## config.mk

```make
export PLATFORM = sky130hd
export DESIGN_NAME = pipe_stage_chain
export DESIGN_NICKNAME = d
export VERILOG_FILES = /design/src/rtl/pipe_pkg.sv /design/src/rtl/pipe_stage_reg.sv /design/src/rtl/pipe_stage_chain.sv
export SDC_FILE = /design/constraint.sdc
export NUM_CORES = 1
export LEC_CHECK = 0
export ABC_AREA = 1
export CAP_MARGIN = 20
export CORE_ASPECT_RATIO = 0.75
export CORE_UTILIZATION = 56
export CTS_CLUSTER_SIZE = 10
export DETAILED_ROUTE_END_ITERATION = 12
export DONT_BUFFER_PORTS = 1
export HOLD_SLACK_MARGIN = 0.03
export MAX_ROUTING_LAYER = met4
export PLACE_DENSITY_LB_ADDON = 0.25
export SYNTH_ARGS = -nofsm -noshare
export SYNTH_HDL_FRONTEND = slang
export SYNTH_SLANG_ARGS = --single-unit
```

## constraint.sdc

```tcl
create_clock -name clk -period 1.18 [get_ports clk]
set_clock_uncertainty 0.05 [all_clocks]
set_input_delay 0.118 -clock clk [delete_from_list [all_inputs] [get_ports clk]]
set_output_delay 0.118 -clock clk [all_outputs]
set_load 0.05 [all_outputs]
```

## src/rtl/pipe_pkg.sv

```systemverilog
// Shared widths, NOP encoding and field-extract helpers for the instruction pipeline.
// The helpers work on a 64-bit carrier so parameterised callers can truncate to their own width.
package pipe_pkg;
    localparam int IW_D   = 16;
    localparam int OPW_D  = 7;
    localparam int SELW_D = 3;
    localparam int LITW_D = 15;
    localparam int XW     = 64;

    localparam logic [XW-1:0] NOP = '0;

    localparam int CSEL_LSB = 0;
    localparam int LIT_LSB  = 0;

    function automatic logic [XW-1:0] fld(input logic [XW-1:0] v, input int lsb, input int w);
        logic [XW-1:0] m;
        m = (w >= XW) ? '1 : ((XW'(1) << w) - XW'(1));
        return (v >> lsb) & m;
    endfunction

    function automatic logic [XW-1:0] op_of(input logic [XW-1:0] v, input int iw, input int opw);
        return fld(v, iw - opw, opw);
    endfunction

    function automatic logic [XW-1:0] asel_of(input logic [XW-1:0] v, input int selw);
        return fld(v, CSEL_LSB + 2 * selw, selw);
    endfunction

    function automatic logic [XW-1:0] bsel_of(input logic [XW-1:0] v, input int selw);
        return fld(v, CSEL_LSB + selw, selw);
    endfunction

    function automatic logic [XW-1:0] csel_of(input logic [XW-1:0] v, input int selw);
        return fld(v, CSEL_LSB, selw);
    endfunction

    function automatic logic [XW-1:0] lit_of(input logic [XW-1:0] v, input int litw);
        return fld(v, LIT_LSB, litw);
    endfunction
endpackage

```

## src/rtl/pipe_stage_reg.sv

```systemverilog
// One pipeline stage: instruction + valid with hold and bubble controls.
// Bubble wins over hold; an invalid load is stored as NOP so bubbles decode to zero.
module pipe_stage_reg #(
    parameter int IW = 16
) (
    input  logic          clk,
    input  logic          rst_n,
    input  logic          hold,
    input  logic          bubble,
    input  logic [IW-1:0] d_instr,
    input  logic          d_valid,
    output logic [IW-1:0] q_instr,
    output logic          q_valid
);
    always_ff @(posedge clk) begin
        if (!rst_n || bubble) begin
            q_instr <= '0;
            q_valid <= 1'b0;
        end else if (!hold) begin
            q_instr <= d_valid ? d_instr : '0;
            q_valid <= d_valid;
        end
    end
endmodule

```

## src/rtl/pipe_stage_chain.sv

```systemverilog
// Instruction pipeline register chain with stall/flush, retirement counter and per-stage decode.
// Optional read-after-write detection is built when PIPE_RAW_DETECT_EN is defined.
module pipe_stage_chain
    import pipe_pkg::*;
#(
    parameter int IW          = IW_D,
    parameter int DEPTH       = 5,
    parameter int OPW         = OPW_D,
    parameter int SELW        = SELW_D,
    parameter int LITW        = LITW_D,
    parameter int LIT_STAGE   = 2,
    parameter int STALL_DEPTH = 2,
    parameter int FLUSH_DEPTH = 2,
    parameter int CNTW        = 16
) (
    input  logic                  clk,
    input  logic                  rst_n,
    input  logic [IW-1:0]         in_instr,
    input  logic                  in_valid,
    output logic                  in_ready,
    input  logic                  stall,
    input  logic                  flush,
    output logic [DEPTH*IW-1:0]   stage_instr,
    output logic [DEPTH-1:0]      stage_valid,
    output logic [DEPTH*OPW-1:0]  op_flat,
    output logic [DEPTH*SELW-1:0] asel_flat,
    output logic [DEPTH*SELW-1:0] bsel_flat,
    output logic [DEPTH*SELW-1:0] csel_flat,
    output logic [LITW-1:0]       literal,
    output logic [CNTW-1:0]       retired_cnt,
    output logic                  raw_hazard
);
    logic [DEPTH-1:0][IW-1:0] s_instr;
    logic [DEPTH-1:0]         s_vld;
    logic [CNTW-1:0]          cnt;

    assign in_ready = !stall && !flush;

    for (genvar gi = 0; gi < DEPTH; gi++) begin : g_stage
        localparam int K = gi + 1;
        // Stage FLUSH_DEPTH+1 takes its predecessor's flushed content, i.e. a bubble.
        localparam bit FLA = (K <= FLUSH_DEPTH);
        localparam bit FLB = (FLUSH_DEPTH > 0) && (K == FLUSH_DEPTH + 1);
        localparam bit STH = (K <= STALL_DEPTH);
        localparam bit STB = (K == STALL_DEPTH + 1);

        logic          bub, hld, dv;
        logic [IW-1:0] di;

        assign hld = STH && stall;
        assign bub = (FLA && flush) || (FLB && flush && !hld) || (STB && stall);

        if (gi == 0) begin : g_first
            assign di = in_instr;
            assign dv = in_valid && in_ready;
        end else begin : g_next
            assign di = s_instr[gi-1];
            assign dv = s_vld[gi-1];
        end

        pipe_stage_reg #(.IW(IW)) u_reg (
            .clk    (clk),
            .rst_n  (rst_n),
            .hold   (hld && !bub),
            .bubble (bub),
            .d_instr(di),
            .d_valid(dv),
            .q_instr(s_instr[gi]),
            .q_valid(s_vld[gi])
        );

        assign op_flat  [gi*OPW  +: OPW ] = OPW'(op_of(XW'(s_instr[gi]), IW, OPW));
        assign asel_flat[gi*SELW +: SELW] = SELW'(asel_of(XW'(s_instr[gi]), SELW));
        assign bsel_flat[gi*SELW +: SELW] = SELW'(bsel_of(XW'(s_instr[gi]), SELW));
        assign csel_flat[gi*SELW +: SELW] = SELW'(csel_of(XW'(s_instr[gi]), SELW));
    end

    assign stage_instr = s_instr;
    assign stage_valid = s_vld;
    assign literal     = LITW'(lit_of(XW'(s_instr[LIT_STAGE-1]), LITW));
    assign retired_cnt = cnt;

    always_ff @(posedge clk) begin
        if (!rst_n)
            cnt <= '0;
        else if (s_vld[DEPTH-1])
            cnt <= cnt + 1'b1;
    end

`ifdef PIPE_RAW_DETECT_EN
    // Stage 2 sources against destinations of valid, non-NOP-opcode stages 3..DEPTH-1.
    always_comb begin
        raw_hazard = 1'b0;
        if (s_vld[1]) begin
            for (int j = 2; j < DEPTH - 1; j++) begin
                if (s_vld[j] && (op_flat[j*OPW +: OPW] != '0) &&
                    ((asel_flat[SELW +: SELW] == csel_flat[j*SELW +: SELW]) ||
                     (bsel_flat[SELW +: SELW] == csel_flat[j*SELW +: SELW])))
                    raw_hazard = 1'b1;
            end
        end
    end
`else
    assign raw_hazard = 1'b0;
`endif
endmodule
```

# After elaboration in Yosys (flattened, before gate mapping)
# Index checks and enable logic that the tools add are counted.
# totals
ramBits	0
n_memories	0
register_bits	101
output_inout_bits	198
elab_cells	27
latch_bits	0
in_bits	21
romBits	0
# classes
muxes	2
shifts	0
reduce_logical	12
div_mod_pow	0
bitwise_logic	1
n_eq_ne	0
magnitude_cmp	0
n_addsub	1
n_mul	0
# ops
operator	n
16-bit two-way mux	2
16-bit by 1-bit adder with 16-bit output (second input constant)	1
2-bit AND reduction	2
1-bit logical AND	3
1-bit logical NOT	3
1-bit logical OR	3
2-bit OR reduction	1
1-bit NOT	1

# Depth between registers and ports, before layout
# logic_depth
word_depth	4
mapped_depth	8
mapped_depth_nobuf	8

# By module
# From an unflattened synthesis, not the netlist that was laid out.
# unflattened
cells_unflattened	608
hier_area_um2	5410.2
# by_module_without_submodules
module	n_inst	area_per_inst_um2	cells_per_inst	seq_area_each_um2
pipe_stage_reg	5	760.7	77	340.3
pipe_stage_chain	1	1606.5	223	320.3

# Worst setup path before layout
# No wires, ideal clock.
# synth_path
path_kind	reg-to-reg
from	register cnt[0], in the netlist retired_cnt[0]
to	register cnt[14], in the netlist retired_cnt[14]
setup_ps	117
stages_incl_launch_ff	9
synth_period_minus_slack_ps	1634
arrival_ps	1467
n_path_buf	0
slack_ps	-454
required_time_ps	1013
cell_sequence	dfxtp_1 ha_1 nand2_1 nor2_2 nand2_2 nor2_4 nand3_1 nand2_1 nor2_1
# synth_via
elab_chain_len	1
# synth_rtl
item	line_no	text
start: declaration	pipe_stage_chain.sv:35	logic [CNTW-1:0] cnt;
start signal: assignment	pipe_stage_chain.sv:87	cnt <= cnt + 1'b1;
16-bit by 1-bit adder with 16-bit output	pipe_stage_chain.sv:87	
# Every way passes these cells.
# A chain may end at the register's enable or synchronous reset.

# Final worst setup path
# Same ends and word-level chain as after synthesis.

==> flow_summary_export.csv <==
group,metric,value,unit
status,status,"complete, but fails checks",
status,failed_checks,"hold timing, setup timing",
cells_and_area,post_route_insts_no_fill,671,
timing,final_critical_path_setup_slack,-0.0631,ns
grt,grt_pass1_wl,14.6,mm
yosys,synth-compound-area-share,0.0645,
yosys,synth_area,4230,sq um
clock_tree,hold_bufs_at_cts,19,
floorplanning,coreArea,7330,sq um
yosys,yosysUniqueCellTypes,22,
yosys,ys.flop_type,"dfxtp_1",
yosys,yosysWarningCount,0,
worst_setup_path,critical_path_max_stage_delay,0.40,ns
clock_tree,htree_levels,3,
worst_setup_path,arrival,1.43,ns
cells_and_area,multi_input_comb_area,1150,sq um
worst_setup_path,setup.worst_path.end_class,"flip-flop",
timing,final.min_clock_period,1.24,ns
timing,slew_violations,0,
timing,timing.slew.headroom,0.624,
yosys,synth_enable_flop_cells,0,
timing,setup_total_negative_slack,-0.124,ns
grt,number_of_antenna_violations_at_the_first_check_in_global_routing,0,
clock_tree,cts.sinks,101,
grt,grtUsageMet1,0.301,
grt,grt_pass1_vias,2971,
worst_setup_path,crit_path_frequent_cell,"nor2_4",
run,number_of_max_cap_violations,0,
yosys,synth_top_area_frac,0.478,
timing,report.final.setup_viol,3,
clock_tree,cts.clk_slew.worst_paths,0.10,ns
hold_path,hold_path_end,"retired_cnt[13]",
worst_setup_path,timing.critical_path.slowest_stage_cell,"dfxtp_4",
cells_and_area,diodes,0,
yosys,adder_cell_fraction_of_synth_area,0.00296,
floorplanning,top_level_ports,219,
worst_setup_path,setup.reg_to_reg.worst_slack,-0.06,ns
route,vias,3219,
cells_and_area,layout-drive-gt1-share,0.381,
worst_setup_path,worst-path-buf-inv,0,
cells_and_area,layout-area-overhead-vs-synth,36.1,%
place,finalWeightedCongestion,0.879,
place,io_buffer_count,0,
grt,groute.layer.met3.usage,0.0602,
yosys,synth_nets,544,
cells_and_area,filler_cell_count,472,
worst_setup_path,regToRegEndpoint,"retired_cnt[14]",
route,wire_per_inst,14.7,microns
worst_setup_path,crit_required,1.37,ns
cells_and_area,ff_latch_area,2110,sq um
grt,globalRoute.busiestLayer,"met2",
route,post_drt_via_cell_ratio,4.80,
clock_tree,numCtsBuffers,9,
power,irDropWorstVdd,0.930,mV
hold_path,worst_hold_stages,2,
place,dp_hpwl,6.65,mm
floorplanning,floorplan.initialDensity,0.577,
clock_tree,clock_tree.buffer_depth,2,
floorplanning,placement_rows,27,
route,drt_wl_total,9.88,mm
clock_tree,clkLatencyLatePin,0.35,ns
floorplanning,fp.dieW,102,microns
yosys,post_synthesis_share_of_cell_area_spent_on_xor_and_xnor_gates,0.00414,
yosys,syn_inst,522,
grt,residual_overflow_from_global_routing,0,
timing,timing.final.hold_violations,34,
power,power_per_cell_area,1050,nW/um^2
clock_tree,cts_root_buffer,"clkbuf_8",
route,drt_iter0_markers,107,
floorplanning,floorplan.die.height,77.3,microns
route,remaining_drc_errors,0,
place,dp_worst_setup_slack,-0.0692,ns
clock_tree,cts_tree,"done",
worst_setup_path,critPathLaunchType,"flip-flop",
grt,groute.usage.overall,0.247,
timing,timing.fmax,804,MHz
yosys,proportion_of_synthesized_flip_flops_having_asynchronous_set_or_reset,0,
yosys,synth_area_per_cell,8.10,sq um
hold_path,worst_hold_startpoint,"rst_n",
grt,pin_count_of_the_biggest_net_entering_global_routing,35,
timing,hold-worst-slack,-0.167,ns
yosys,synth.ff_latch_count,101,
yosys,seq_area_frac_synth,0.478,
timing,grt_setup_unrepaired,"true",
yosys,yosys-top-cells-area,"dfxtp_1 48%, buf_4 19%, inv_1 5.7%",
worst_setup_path,cpLargestDelayFamily,"simple AND/OR/NAND/NOR gates",
worst_setup_path,critPathMaxFanout,3,
grt,grtUsageMet2,0.415,
hold_path,timing.hold.worst.class,"input pin to flip-flop",
worst_setup_path,critical_path.cell_chain,"ha_4, nand2_4, nor2_4, nand2_2, nor2_4, nand3_2, nand2_1, nor2_1",
yosys,synth.area.mux_share,0,
place,numPlacedInstances,633,
worst_setup_path,reg2reg_depth,8,
worst_setup_path,rr_startpoint,"retired_cnt[0]",
cells_and_area,final_net_count,587,
route,antenna_left,0,
worst_setup_path,critical_path_class,"flip-flop to flip-flop",
yosys,synth_top_family_by_area,"buffers and inverters",
floorplanning,fp.dieArea,7900,sq um
yosys,yosys.area_share.simple,0.186,
timing,final_min_period_over_clock_period,1.05,
power,static-leakage-power,0.00224,uW
route,detailedRoute.firstPassIterationCount,5,
timing,tightestPinTransition,0.564,ns
yosys,yosys_top_cell_by_area,"dfxtp_1",
## worst max path at each step
stage / end / slack (ns) / startpoint / cells after the start
after detailed placement: retired_cnt[14] / -0.07 / g_stage[4].u_reg.q_valid / 8
after global placement: retired_cnt[14] / 0.01 / retired_cnt[0] / 8
after global routing: retired_cnt[14] / -0.12 / retired_cnt[0] / 8
final: retired_cnt[14] / -0.06 / retired_cnt[0] / 8
after floorplan: retired_cnt[14] / -0.11 / retired_cnt[0] / 8
after CTS: retired_cnt[14] / -0.06 / retired_cnt[0] / 8
## per-layer routing
metal | up-vias | share of wire
met3 | 10 | 0.061
met1 | 1476 | 0.42
met4 | 0 | 0.012
met2 | 149 | 0.51
met5 | - | 0
li1 | 1584 | -
## synthesized netlist by cell type (2+ instances only)
library cell	count
o21ai_0	8
nand2_2	2
buf_2	11
nor2_4	4
inv_2	4
dfxtp_1	101
inv_1	64
nor2_2	3
nand3_1	39
nand2_1	61
buf_4	106
nand2_4	2
xor2_1	2
nor2_1	63
a21oi_1	45
## final cells by class
type | instances | area share
inverters | 68 | 0.0443
clock inverters | 6 | 0.0163
flip-flops and latches | 101 | 0.367
multi-input cells | 235 | 0.199
well taps | 101 | 0.0220
repair buffers | 150 | 0.329
clock buffers | 10 | 0.0222
## cell families (layout without fill, tap and decap cells)
logic type	after synthesis	count (layout)
simple gates	177	177
other cells	1	1
flops	101	101
fa+ha+maj	1	1
xor+xnor	2	2
buf+inv	186	234
compound gates	54	54
## placed cells by master (no fill, tap or decap), drive strengths merged
| cell | instances |
|---|---|
| a21oi | 45 |
| and3 | 1 |
| buf | 131 |
| bufinv | 2 |
| clkbuf | 10 |
| clkinv | 1 |
| clkinvlp | 1 |
| conb | 1 |
| dfxtp | 101 |
| dlygate4sd3 | 18 |
| dlymetal6s4s | 1 |
| ha | 1 |
| inv | 70 |
| nand2 | 65 |
| nand3 | 40 |
| nor2 | 70 |
| nor3 | 1 |
| o21ai | 8 |
| o21bai | 1 |
| xor2 | 2 |
## sequential cells by signal, summed over array words and instances (netlist names)
| register | flops |
|---|---|
| g_stage.u_reg.q_valid | 5 |
| retired_cnt | 16 |
| g_stage.u_reg.q_instr | 80 |
## through the flow
step                cell area (sq um)  total power [uW]  utilization
floorplan                        4300              3650            -
detailed placement               5000              3650        0.683
finish                           5760              6020        0.785
CTS                              5530              6060        0.754
global placement                 5000              3650        0.683
global route                     5760              6230        0.785
## power breakdown
group | leakage, uW | total [uW] | internal (uW) | switching [uW]
clock network | 0.000107 | 2360 | 1210 | 1150
logic | 0.00129 | 265 | 104 | 161
registers | 0.000841 | 3390 | 3380 | 10.1
total | 0.00224 | 6020 | 4700 | 1320
## timing repair
action,4_1_cts,5_1_grt
gates resized for setup,36,63
buffers inserted,0,3
hold endpoints to repair,62,48
endpoints found under the setup margin,58,74
pin swaps,0,2
Power figures use the tool's default switching activity.
